<file path="src/rtl/msx_mapper_bank.sv">
// msx_mapper_bank: multi-channel MSX2 memory mapper with init sequencer, readback and address translation
// Ports: clk/reset_n clock and async active-low reset; io_sel/io_wr/io_rd/io_addr/io_din/io_dout
// are the FC-FF register port; chan_size/chan_base give per-channel segment count and physical base;
// tr_req/tr_ch/tr_addr -> tr_valid/tr_phys/tr_seg is the one-cycle translation pipeline; busy flags init.
module msx_mapper_bank #(
  parameter int CHANNELS  = 3,
  parameter int SEG_W     = 8,
  parameter int ADDR_W    = 24,
  parameter int INIT_MODE = 1,
  parameter int RB_MODE   = 0
) (
  input  logic                         clk,
  input  logic                         reset_n,
  input  logic [CHANNELS-1:0]          io_sel,
  input  logic                         io_wr,
  input  logic                         io_rd,
  input  logic [1:0]                   io_addr,
  input  logic [7:0]                   io_din,
  output logic [7:0]                   io_dout,
  input  logic [CHANNELS*8-1:0]        chan_size,
  input  logic [CHANNELS*ADDR_W-1:0]   chan_base,
  input  logic                         tr_req,
  input  logic [2:0]                   tr_ch,
  input  logic [15:0]                  tr_addr,
  output logic                         tr_valid,
  output logic [ADDR_W-1:0]            tr_phys,
  output logic [7:0]                   tr_seg,
  output logic                         busy
);
  typedef enum logic [1:0] {INIT, FILL, RUN} state_t;
  localparam logic [4:0] LAST = 5'(CHANNELS*4-1);
  state_t state_q, state_d;
  logic [4:0] cnt_q;
  logic [SEG_W-1:0] seg_q [CHANNELS][4];
  logic [7:0] mask [CHANNELS];
  logic [2:0] wr_ch;
  logic hit, wr_en, tr_ok;
  logic [SEG_W-1:0] rd_seg, tr_seg_c;
  logic [7:0] rd_mask, rb_pad;
  logic [ADDR_W-1:0] tr_base, tr_phys_c;
  // size 0 wraps to mask FF, which is how 256 segments is encoded
  always_comb
    for (int c = 0; c < CHANNELS; c++) mask[c] = chan_size[c*8 +: 8] - 8'd1;
  // descending scan so the lowest selected channel ends up winning
  always_comb begin
    wr_ch = '0;
    for (int c = CHANNELS-1; c >= 0; c--) if (io_sel[c]) wr_ch = 3'(c);
  end
  assign hit   = |io_sel;
  assign busy  = state_q != RUN;
  assign wr_en = io_wr & hit & ~busy;
  assign tr_ok = {1'b0, tr_ch} < 4'(CHANNELS);
  always_comb begin
    rd_seg   = '0;
    rd_mask  = '1;
    tr_seg_c = '0;
    tr_base  = '0;
    for (int c = 0; c < CHANNELS; c++) begin
      if (wr_ch == 3'(c)) rd_mask = mask[c];
      if (tr_ch == 3'(c)) tr_base = chan_base[c*ADDR_W +: ADDR_W];
      for (int p = 0; p < 4; p++) begin
        if (wr_ch == 3'(c) && io_addr == 2'(p)) rd_seg = seg_q[c][p];
        if (tr_ch == 3'(c) && tr_addr[15:14] == 2'(p)) tr_seg_c = seg_q[c][p];
      end
    end
  end
  always_comb begin
    rb_pad = '1;
    rb_pad[SEG_W-1:0] = rd_seg;
  end
  assign io_dout   = (busy || !io_rd || !hit || RB_MODE != 0) ? 8'hFF : (rb_pad | ~rd_mask);
  assign tr_phys_c = tr_base + (ADDR_W'(tr_seg_c) << 14) + ADDR_W'(tr_addr[13:0]);
  always_comb
    state_d = state_q == INIT ? FILL : (state_q == FILL && cnt_q == LAST) ? RUN : state_q;
  always_ff @(posedge clk or negedge reset_n)
    if (!reset_n) begin
      state_q <= INIT;
      cnt_q   <= '0;
    end else begin
      state_q <= state_d;
      cnt_q   <= state_q == FILL ? cnt_q + 5'd1 : '0;
    end
  // fill counter is {ch, page}, so slot c*4+p belongs to channel c, page p
  always_ff @(posedge clk or negedge reset_n)
    if (!reset_n) begin
      for (int c = 0; c < CHANNELS; c++)
        for (int p = 0; p < 4; p++) seg_q[c][p] <= '0;
    end else begin
      for (int c = 0; c < CHANNELS; c++)
        for (int p = 0; p < 4; p++)
          if (state_q == FILL && cnt_q == 5'(c*4+p))
            seg_q[c][p] <= (INIT_MODE == 1 ? SEG_W'(3-p) : '0) & mask[c][SEG_W-1:0];
          else if (wr_en && wr_ch == 3'(c) && io_addr == 2'(p))
            seg_q[c][p] <= io_din[SEG_W-1:0] & mask[c][SEG_W-1:0];
    end
  always_ff @(posedge clk or negedge reset_n)
    if (!reset_n) begin
      tr_valid <= 1'b0;
      tr_phys  <= '0;
      tr_seg   <= '0;
    end else begin
      tr_valid <= tr_req & ~busy;
      if (tr_req && !busy) begin
        tr_phys <= tr_ok ? tr_phys_c : '0;
        tr_seg  <= tr_ok ? 8'(tr_seg_c) : '0;
      end
    end
endmodule
</file>
<file path="config.mk">
export PLATFORM = sky130hd
export DESIGN_NAME = msx_mapper_bank
export DESIGN_NICKNAME = d
export VERILOG_FILES = /design/src/rtl/msx_mapper_bank.sv
export SDC_FILE = /design/constraint.sdc
export NUM_CORES = 1
export LEC_CHECK = 0
export ABC_AREA = 1
export CORE_ASPECT_RATIO = 0.8
export CORE_MARGIN = 1
export CORE_UTILIZATION = 45
export CTS_CLUSTER_DIAMETER = 150
export CTS_CLUSTER_SIZE = 24
export DETAILED_ROUTE_END_ITERATION = 10
export PLACE_DENSITY = 0.72
export REMOVE_ABC_BUFFERS = 1
export SLEW_MARGIN = 0
export SYNTH_ARGS = -nofsm -noshare
export SYNTH_HDL_FRONTEND = slang
export SYNTH_SLANG_ARGS = --single-unit
</file>
<file path="constraint.sdc">
create_clock -name clk -period 2.9 [get_ports clk]
set_input_delay 0.435 -clock clk [delete_from_list [all_inputs] [get_ports clk]]
set_output_delay 0.435 -clock clk [all_outputs]
set_load 0.01 [all_outputs]
</file>
* Word-level counts from Yosys, hierarchy flattened
Index checks and enable logic that the tools add are counted. Widths: inputs -> output; s select.
Storage, ports and cells: flip-flop bits (word level) 136, output and inout port bits 42, logic and storage cells 196
Operators by class: $add $sub $neg 6, order comparisons 1, eq/ne operators 23, multiplexer cells 63, bitwise logic cells 9, reduce and logical (&&, ||, !) cells 77
Operator list (number):
- $mux 8 | 53
- $mux 24 | 4
- $logic_and 1x1->1 | 52
- $reduce_bool 2->1 | 13
- $add 24x14->24 | 1
- $add 24x22->24 | 1
- $and 8x8->8 | 3
- $sub 8x1->8 const B | 3
- $eq 5x3->1 const B | 4
- $eq 5x4->1 const B | 4
- $eq 5x2->1 const B | 2
- $eq 2x2->1 const B | 4
- $not 8->8 | 1
- $or 8x8->8 | 1
- $eq 2x1->1 const B | 3
- $eq 3x1->1 const B | 2
- $eq 3x2->1 const B | 2
- $logic_not 2->1 | 3
- $logic_not 3->1 | 2
- $mux 2 | 3
- $mux 3 | 2
- $add 5x1->5 const B | 1
- $eq 5x1->1 const B | 1
- $logic_not 5->1 | 1
- 8 further kinds | 13

* Longest topological paths before layout
word-level depth 19, gate-level depth with buffers 23

* Least setup slack after synthesis
No wires, ideal clock.
path type input-to-reg, from input port tr_ch[2], to register tr_phys[10], library setup time 0.117 ns, data arrival time 2.791 ns, required time 2.783 ns, setup slack -0.008 ns, stages on the path 19, path through inv_2 > nand2_1 > nor2_1 > inv_1 > buf_2 > buf_1 > a21oi_1 > ha_1 > inv_1 > fa_1 > inv_1 > nand3_1 > nand2_1 > nand4_1 > nand2_1 > a21oi_1 > or2_2 > nand3_1 > nand2_1
On the way: longest elaborated chain between the ends 7
RTL lines:
- start: declaration | RTL line 23 | input logic [2:0] tr_ch,
- $logic_not 3->1 | RTL line 60 | if (tr_ch == 3'(c)) tr_base = chan_base[c*ADDR_W +: ADDR_W];
- $mux 24 (3 in a row) | RTL line 60
- $add 24x22->24 | RTL line 72 | assign tr_phys_c = tr_base + (ADDR_W'(tr_seg_c) << 14) + ADDR_W'(tr_addr[13:0]);
- $add 24x14->24 | RTL line 72
- $mux 24 (*) | RTL line 104 | tr_phys <= tr_ok ? tr_phys_c : '0;
- end signal: assignment | RTL line 104
- end: declaration | RTL line 26 | output logic [ADDR_W-1:0] tr_phys,
Mark *: on every way between the ends. The rest lies on a longest branch, timed or not. A chain may end at the register's enable or synchronous reset.

* Final worst setup path
from input port io_sel[1], to output port io_dout[0]
On the way: longest elaborated chain between the ends 18
RTL lines:
- start: declaration | RTL line 14 | input logic [CHANNELS-1:0] io_sel,
- $mux 3 (2 in a row) | RTL line 47 | for (int c = CHANNELS-1; c >= 0; c--) if (io_sel[c]) wr_ch = 3'(c);
- $logic_not 3->1 | RTL line 59, 62
- $logic_and 1x1->1 | RTL line 62 | if (wr_ch == 3'(c) && io_addr == 2'(p)) rd_seg = seg_q[c][p];
- $mux 8 (12 in a row) | RTL line 62
- $or 8x8->8 | RTL line 71 | assign io_dout = (busy || !io_rd || !hit || RB_MODE != 0) ? 8'hFF : (rb_pad | ~rd_mask);
- $mux 8 (*) | RTL line 71
- end: declaration | RTL line 19 | output logic [7:0] io_dout,
Marks and branches as above.

==> results.cfg <==
[global_routing]
grt_max_degree = 65
grtUsageTotal_pct = 35.5
global_route.overflow_total = 0
first_global_vias = 10500
grt_antenna_before_repair = 1
grt_pass1_wl_um = 56600

[layout]
antennaDiodeCount = 0
final_layout_size_suffix_gt1_share_pct = 22.8
area_delta_synth_final_pct = 50.9
layout.filler_cells = 1700
multi_input_comb_area_um2 = 5570
area.sequential_um2 = 3400
final_design_area_no_fill_um2 = 13900
final_net_count = 1872

[timing]
tightestPinTransition_ns = 0.663
slew-limit-headroom_pct = 55.7
timing.hold.ws_ns = -0.0192
clock_skew_ns = 0.00909
timing.final.crit_share_pct = 99.4
setup_viol_count_final = 0
finalCriticalPeriod_ns = 2.88
timing.fmax_mhz = 347
slew_violations = 0
timing_hold_violations_final = 10

[cts]
clkLatencyLatePin_ns = 0.44
cts_htree_levels = 4
clock_sink_count = 136
clock_pin_slew_reported_for_the_worst_setup_and_hold_paths_after_clock_tree_synthesis_ns = 0.06
tritoncts.num_buffers = 17
clock_tree.buffer_depth = 2
cts_tree = yes
clockRootBuffer = sky130_fd_sc_hd__clkbuf_16

[setup_path]
critical_path.reg2reg.endpoint = tr_phys[20]$_DFFE_PN0P_
r2r_setup_slack_ns = 0.15
rr_worst_depth = 19
end_kind = output port
critPathRequiredTime_ns = 2.47
timing.critical_path.from_type = input pin
rr_startpoint = seg_q[83]$_DFFE_PN0P_
worstPathArrival_ns = 2.45
crit_fanout = 6
worstSetupPathType = input pin to output port

[outcome]
violations = negative hold slack
status = finished with violations

[hold_path]
min_delay_worst_type = input pin to asynchronous set/reset pin

[logic_synthesis]
synth_edf_count = 0
yosysWarningCount = 0
mean_cell_area_of_the_mapped_netlist_um2 = 6.94
synthFlopType = sky130_fd_sc_hd__dfrtp_1
synth-seq-cells = 136
mappedNetlistArea_um2 = 9230
synth.top_cells.by_area = sky130_fd_sc_hd__dfrtp_1, sky130_fd_sc_hd__nand2_1, sky130_fd_sc_hd__nand3_1
synth.distinct_cells = 42
ys_seq_area_share_pct = 36.9
synthDominantCellAreaShare_pct = 36.9
async_flop_share_pct = 100
synth_cells = 1330
synth.largest_area_cell = sky130_fd_sc_hd__dfrtp_1

[place]
place.gp.congestion = 0.966
hpwlAfterDp_um = 28800
detailed_place.area_um2 = 12700
port_buffer_cells = 174

[flow_run]
maxCapViolCount = 0

[drt]
dr_total_vias = 11200
first_pass_iters = 6
total_drc_errors_in_the_routed_layout = 0
route.antenna.remaining_nets = 0
wl_per_cell_um = 18.9
first_iter_violations = 1243
route.detailed.vias_per_inst = 5.66
postRouteWirelength_um = 37400

[power_and_ir_drop]
power.density_cell_area_nw_per_um2 = 456
ir_worst_vdd_uv = 308
total_leakage_power_nw = 6.58

[floorplanning]
die_x_um = 162
start_util_pct = 46.2
core_area_um2 = 20000
std_cell_rows = 46
die_area_um2 = 21100
ioPinCount = 175
chipHeight_um = 130
Yosys cell counts, types with 2 or more instances:
| library cell | instances |
|---|---|
| sky130_fd_sc_hd__xor2_1 | 10 |
| sky130_fd_sc_hd__or2_2 | 5 |
| sky130_fd_sc_hd__a211oi_1 | 3 |
| sky130_fd_sc_hd__o21ai_0 | 111 |
| sky130_fd_sc_hd__nor4_1 | 4 |
| sky130_fd_sc_hd__buf_1 | 4 |
| sky130_fd_sc_hd__nand2_1 | 330 |
| sky130_fd_sc_hd__a31oi_1 | 4 |
| sky130_fd_sc_hd__nor3_1 | 14 |
| sky130_fd_sc_hd__ha_1 | 29 |
| sky130_fd_sc_hd__o221ai_1 | 3 |
| sky130_fd_sc_hd__xnor2_1 | 6 |
| sky130_fd_sc_hd__nor2_1 | 127 |
| sky130_fd_sc_hd__a21oi_1 | 82 |
| sky130_fd_sc_hd__a221oi_1 | 2 |
| sky130_fd_sc_hd__nand2_2 | 6 |
| sky130_fd_sc_hd__inv_2 | 9 |
| sky130_fd_sc_hd__dfrtp_1 | 136 |
| sky130_fd_sc_hd__nor2_2 | 8 |
| sky130_fd_sc_hd__a22oi_1 | 22 |
| sky130_fd_sc_hd__o21a_1 | 4 |
| sky130_fd_sc_hd__nand3_1 | 132 |
| sky130_fd_sc_hd__o22ai_1 | 37 |
| sky130_fd_sc_hd__clkbuf_1 | 9 |
| sky130_fd_sc_hd__o21ai_1 | 9 |
| sky130_fd_sc_hd__buf_2 | 16 |
| sky130_fd_sc_hd__a21o_1 | 2 |
| sky130_fd_sc_hd__nand3_2 | 3 |
| sky130_fd_sc_hd__inv_1 | 140 |
| sky130_fd_sc_hd__a32o_1 | 3 |
| sky130_fd_sc_hd__and2_1 | 6 |
| sky130_fd_sc_hd__nor2_4 | 4 |
| sky130_fd_sc_hd__nand4_1 | 41 |
through the flow:
step	setup slack [ns]	instances	TNS [ns]	total power [mW]	util [%]
floorplan	-0.866	1300	-7.09	2.99	-
global placement	-1.16	1932	-16.55	3.95	63.6
detailed placement	-1.18	1932	-17.63	3.98	63.6
CTS	0.00475	1974	0	6.22	68.1
global route	-0.0493	1985	-0.110	6.59	69.7
finish	0.0178	1985	0	6.35	69.7
sequential cells by signal, indices dropped and copies added (netlist names):
| signal | cells |
|---|---|
| cnt_q | 5 |
| seg_q | 96 |
| state_q | 2 |
| tr_phys | 24 |
| tr_seg | 8 |
| tr_valid | 1 |
routing by layer:
metal	track usage, %	vias up	wire length [um]	part of all wire (%)
met1	48.7	5317	16400	44
met2	54.0	575	16500	44
met3	9.79	71	3690	9.8
li1	-	5265	-	-
met4	12.0	0	874	2.3
met5	0	-	0	0
final cells by class:
type	count	share of cell area (%)
well taps	264	2.37
clock buffers	19	3.25
clock inverters	12	0.908
inverters	149	4.04
repair buffers	390	24.9
multi-input cells	1015	40.0
flip-flops and latches	136	24.4
worst max-delay path, cell delays in order:
cell	delay, ns
sky130_fd_sc_hd__dlygate4sd2_1	0.28
sky130_fd_sc_hd__inv_1	0.11
sky130_fd_sc_hd__nor2_4	0.05
sky130_fd_sc_hd__nor2_4	0.32
sky130_fd_sc_hd__bufbuf_16	0.33
sky130_fd_sc_hd__nand2_1	0.06
sky130_fd_sc_hd__nor2_1	0.15
sky130_fd_sc_hd__nor2_2	0.07
sky130_fd_sc_hd__nand4_1	0.09
sky130_fd_sc_hd__nand2_1	0.11
sky130_fd_sc_hd__nand4_1	0.09
sky130_fd_sc_hd__nor2_1	0.06
sky130_fd_sc_hd__nand2_1	0.07
sky130_fd_sc_hd__clkdlybuf4s15_2	0.22
placed cells by master (no fill, tap or decap), drive strengths merged, types with 3 or more instances in the layout:
master	instances
nand2	336
buf	224
clkdlybuf4s50	155
inv	150
nor2	139
dfrtp	136
nand3	135
o21ai	120
a21oi	82
nand4	41
o22ai	37
ha	29
clkbuf	24
a22oi	22
nor3	15
xor2	10
clkinv	7
xnor2	6
and2	6
or2	5
o21a	4
a31oi	4
nor4	4
o221ai	3
a32o	3
a211oi	3
how the worst max path moves through the flow:
stage / cells past startpoint / start / slack, ns / endpoint
2_1_floorplan: 16 / tr_ch[1] / -0.87 / tr_phys[19]$_DFFE_PN0P_
3_3_place_gp: 20 / tr_addr[15] / -1.16 / tr_phys[20]$_DFFE_PN0P_
3_5_place_dp: 20 / tr_addr[15] / -1.18 / tr_phys[20]$_DFFE_PN0P_
4_1_cts: 10 / io_addr[1] / 0.005 / io_dout[0]
5_1_grt: 21 / tr_ch[2] / -0.05 / tr_phys[19]$_DFFE_PN0P_
6_report: 14 / io_sel[1] / 0.02 / io_dout[0]
where the power goes:
part,internal (mW),total (mW),switching (mW)
logic,0.855,1.79,0.935
registers,2.14,2.34,0.208
clock network,1.30,2.21,0.910
total,4.29,6.35,2.05
logic make-up after synthesis:
group	share of synthesized area, %
flops	36.9
simple gates	32.4
xor+xnor	1.52
compound gates	17.2
fa+ha+maj	4.15
buf+inv	7.54
mux	0.244
what timing repair did:
item / CTS / global route
setup buffers: 9 / 10
setup endpoints to repair: 24 / 24
gates cloned: 2 / 1
pin swaps: 42 / 44
hold endpoints to repair: 0 / 0
resized for setup: 101 / 87
hold buffers: 0 / 0
(Power assumes the default switching activity.)
